### src/rtl/serial_sub8.sv
// serial_sub8: bit-serial 8-bit subtractor computing a - b - bin, one bit per clock, with start/done handshake
module serial_sub8 (
  input  logic       clk,
  input  logic       rst,
  input  logic       start,
  input  logic [7:0] a,
  input  logic [7:0] b,
  input  logic       bin,
  output logic [7:0] diff,
  output logic       bout,
  output logic       ovf,
  output logic       zero,
  output logic       busy,
  output logic       done
);
  typedef enum logic {IDLE, RUN} state_t;
  state_t state, nxt;
  logic [7:0] sa, sb, r, res;
  logic [2:0] cnt;
  logic br, a7, b7, d, br_n, last;
  assign d    = sa[0] ^ sb[0] ^ br;
  assign br_n = (~sa[0] & sb[0]) | (~(sa[0] ^ sb[0]) & br);
  assign res  = {d, r[7:1]};
  assign busy = state == RUN;
  assign last = busy && cnt == 3'd7;
  always_comb nxt = (state == IDLE) ? (start ? RUN : IDLE) : (last ? IDLE : RUN);
  always_ff @(posedge clk or posedge rst)
    if (rst) state <= IDLE;
    else     state <= nxt;
  // operand MSBs are kept separately because the shift registers lose them
  always_ff @(posedge clk or posedge rst) begin
    if (rst) begin
      sa <= '0; sb <= '0; r <= '0; cnt <= '0; br <= 1'b0; a7 <= 1'b0; b7 <= 1'b0;
      diff <= '0; bout <= 1'b0; ovf <= 1'b0; zero <= 1'b0; done <= 1'b0;
    end else begin
      done <= last;
      if (state == IDLE && start) begin
        sa <= a; sb <= b; br <= bin; cnt <= '0; a7 <= a[7]; b7 <= b[7];
      end else if (busy) begin
        sa  <= sa >> 1;
        sb  <= sb >> 1;
        r   <= res;
        br  <= br_n;
        cnt <= cnt + 3'd1;
        if (last) begin
          diff <= res;
          bout <= br_n;
          zero <= res == 8'h00;
          ovf  <= (a7 != b7) && (res[7] != a7);
        end
      end
    end
  end
endmodule

### config.mk
export PLATFORM = sky130hd
export DESIGN_NAME = serial_sub8
export DESIGN_NICKNAME = d
export VERILOG_FILES = /design/src/rtl/serial_sub8.sv
export SDC_FILE = /design/constraint.sdc
export NUM_CORES = 1
export LEC_CHECK = 0
export ABC_CLOCK_PERIOD_IN_PS = 2200
export CORE_ASPECT_RATIO = 0.9
export CORE_MARGIN = 1
export CORE_UTILIZATION = 35
export DETAILED_ROUTE_END_ITERATION = 8
export DONT_BUFFER_PORTS = 1
export PLACE_DENSITY = 0.59
export SYNTH_ARGS = -nofsm -noshare
export SYNTH_HDL_FRONTEND = slang
export SYNTH_SLANG_ARGS = --single-unit
export TNS_END_PERCENT = 20
### constraint.sdc
create_clock -name clk -period 2.2 [get_ports clk]
set_input_delay 0.22 -clock clk [delete_from_list [all_inputs] [get_ports clk]]
set_output_delay 0.22 -clock clk [all_outputs]
set_load 0.005 [all_outputs]
==> summary.md <==
| Metric | Value |
|---|---|
| Ant diodes | `0` |
| Clock slew at reported path FFs | `80 ps` |
| H-tree depth | `2` |
| Clock buffer count from CTS | `5` |
| Period utilization | `75.0%` |
| Core footprint | `4890 um2` |
| CTS Sinks | `42` |
| Ys async rst share | `100%` |
| Cell type with the largest total area after synthesis | `dfrtp_1` |
| Crit. Startpoint | `sa[0]$_DFFE_PP0P_` |
| Maximum vdd drop | `0.365 mV` |
| Unrepaired setup endpoints after global routing | `no` |
| # nets final | `166` |
| Initial antenna violation count | `0` |
| Post-Synthesis Cells | `139` |
| Number of detailed-route iterations in the first pass | `3` |
| Ratio of cells with drive above 1 in the final layout | `22.2%` |
| Total Wirelength | `3.08 mm` |
| Fillers | `460` |
| Synth Register Bits | `42` |
| CP Launch Type | `flip-flop` |
| Port bufs | `0` |
| Worst Setup End Kind | `flip-flop` |
| Gr usage total | `12.8%` |
| DRT antenna net count | `0` |
| Status | `finished clean` |
| Die ar. | `5440 um2` |
| Yosys cell types | `25` |
| Die H | `70.1 um` |
| R2r startpoint | `sa[0]$_DFFE_PP0P_` |
| Clock tree buffer depth | `2` |
| Fmax | `606 MHz` |
| Initial Util | `36.8%` |
| Crit path kind | `reg -> reg` |
| Required @ worst endpoint | `2410 ps` |
| Vias after detailed routing | `1021` |
| Min Tclk post-route | `1650 ps` |
| Slew Limit Fails | `0` |
| GRT overflow | `0` |
| P_leak | `0.900 nW` |
| Crit path arrival time | `1860 ps` |
| Most frequent cell after synthesis | `dfrtp_1` |
| Vias in the first global route | `1087` |
| Cell area after synthesis | `1800 um2` |
| Critical path peak fanout | `5` |
| Primary FF master, synth | `dfrtp_1` |
| Die Wd | `77.7 um` |
| Max cap viols | `0` |
| Top cells by area, synth | `dfrtp_1 (58%), mux2i_1 (10%), mux2_2 (10%), o21ai_0 (3.9%), nand2_1 (2.9%)` |
| Worst rel slew slack | `29.5%` |
| Wire length per cell | `14.7 um` |
| Finish-stage setup viols | `0` |
| Row Count | `24` |
| Fin Setup TNS | `0 ps` |
| Worst hold start | `a[7]` |
| Syn. warnings | `0` |
| Clock Tree Root | `clkbuf_8` |
| Worst-Margin Slew | `1050 ps` |
| Worst Skew | `9.51 ps` |
| Yosys top cell area share | `58.3%` |
| Sequential element share of the synthesized area | `58.3%` |
| EDFF count, synth | `0` |
| Clk_lat worst skew | `290 ps` |
| PnR Total Power | `0.00263 W` |
| Largest net degree at the start of global routing | `31` |
| First-pass GRT wire length | `5.26 mm` |
| Syn Nets | `162` |
| CTS tree | `built` |
| CP Cell Sequence | `fa_1 > or3b_1 > a31oi_1` |
| Area grow syn2layout | `8.47%` |
| Hold WC Path Type | `in -> reg` |
| Via density | `4.89` |
| Hold Fails Final Rpt | `0` |
| Syn_area_per_cell | `13.0 um2` |
| Most frequent cells after synthesis | `dfrtp_1 (42), mux2i_1 (18), mux2_2 (16)` |
| Slowest cell on crit path | `fa_1` |
| R2R setup slack | `550 ps` |
| DPL Wire Length | `2.21 mm` |
| Pwr/cell area | `1350 nW/um2` |
| Setup bufs post-CTS | `0` |
| Final Wtd Congestion | `0.719` |
| Boundary pin count | `33` |
| DRC viols | `0` |
| Slowest Stage Delay on Critical Path | `550 ps` |
| DRT iter0 DRCs | `66` |
==> kinds of logic (layout without fill, tap and decap cells) <==
| group | Yosys count | after routing | synth area share (%) |
|---|---|---|---|
| compound gates | 23 | 23 | 7.36 |
| fa+ha+maj | 3 | 3 | 2.50 |
| buf+inv | 12 | 17 | 4.16 |
| flops | 42 | 42 | 58.3 |
| mux | 36 | 36 | 21.7 |
| simple gates | 23 | 23 | 6.04 |
==> cell usage in the layout (no fill, tap or decap) <==
| cell | n |
|---|---|
| clkbuf_8 | 6 |
| clkinv_2 | 1 |
| inv_2 | 1 |
| a21boi_1 | 1 |
| nor2_1 | 3 |
| and2b_4 | 1 |
| buf_4 | 3 |
| inv_1 | 3 |
| mux2_2 | 16 |
| a31o_1 | 1 |
| or3b_1 | 1 |
| o21ai_0 | 14 |
| nand2_1 | 14 |
| nand3b_1 | 1 |
| nor4_1 | 2 |
| mux2i_1 | 18 |
| clkinvlp_4 | 1 |
| mux2_4 | 2 |
| dlygate4sd3_1 | 1 |
| dfrtp_1 | 42 |
| nand2_2 | 1 |
| fa_1 | 1 |
| clkinv_1 | 1 |
| a21o_1 | 1 |
| a21oi_1 | 3 |
| a31oi_1 | 1 |
| a22o_1 | 2 |
| ha_1 | 2 |
==> flip-flops by register name (all words and copies together), names as in the netlist <==
register	cells
diff	8
sa	8
sb	8
r	7
cnt	3
a7	1
b7	1
bout	1
br	1
busy	1
done	1
ovf	1
zero	1
==> final cells by class <==
cell class | count | area (um2) | share of cell area (%)
Sequential cell | 42 | 1050 | 53.7
Multi-Input combinational cell | 85 | 677 | 34.6
Clock buffer | 6 | 82.6 | 4.22
Tap cell | 65 | 81.3 | 4.16
Timing Repair Buffer | 4 | 32.5 | 1.66
Inverter | 5 | 18.8 | 0.960
Clock inverter | 2 | 12.5 | 0.640
==> path summary, 6_finish.rpt <==
kind,cells after the start,endpoint
worst max-delay path,3,ovf$_DFFE_PP0P_
worst min-delay path,1,a7$_DFFE_PP0P_
worst max register to register,3,ovf$_DFFE_PP0P_
worst min register to register,2,sa[1]$_DFFE_PP0P_
max in group asynchronous,3,cnt[0]$_DFFE_PP0P_
min in group asynchronous,2,r[6]$_DFFE_PP0P_
==> critical path: cells and delay by family, from the launching register on <==
kind / cells / cell delay, ps
AO/OA/AOI/OAI: 1 / 200
adder cells (fa/ha/maj): 1 / 550
flip-flops: 1 / 410
AND/OR/NAND/NOR: 1 / 400
==> metal layers <==
layer	global-route usage, %	part of all wire (%)	up-vias
li1	-	-	493
met1	15.4	44	496
met2	19.2	46	22
met3	4.31	6.2	10
met4	9.01	3.5	0
met5	0	0	-
==> where the power goes <==
part	total (W)	internal [W]	switching [W]
logic	0.000766	0.000422	0.000344
registers	0.00136	0.00112	0.000247
clock network	0.000505	0.000252	0.000253
==> timing repair <==
item,in CTS,in global routing
gates resized for setup,0,0
hold buffers,1,0
hold endpoints to repair,29,0
==> per-stage QoR <==
step / instances / setup WS (ps) / cell area (um2) / utilization (%) / hold slack, ps
after floorplan: 139 / 696 / 1800 / - / 372
after global placement: 200 / 646 / 1850 / 37.8 / 262
after detailed placement: 200 / 537 / 1850 / 37.8 / 282
after CTS: 209 / 536 / 1960 / 40.0 / 68.9
after global routing: 209 / 510 / 1960 / 40.0 / 68.9
final: 209 / 551 / 1960 / 40.0 / 78.8
No activity file was read; power rests on OpenSTA's default activity.
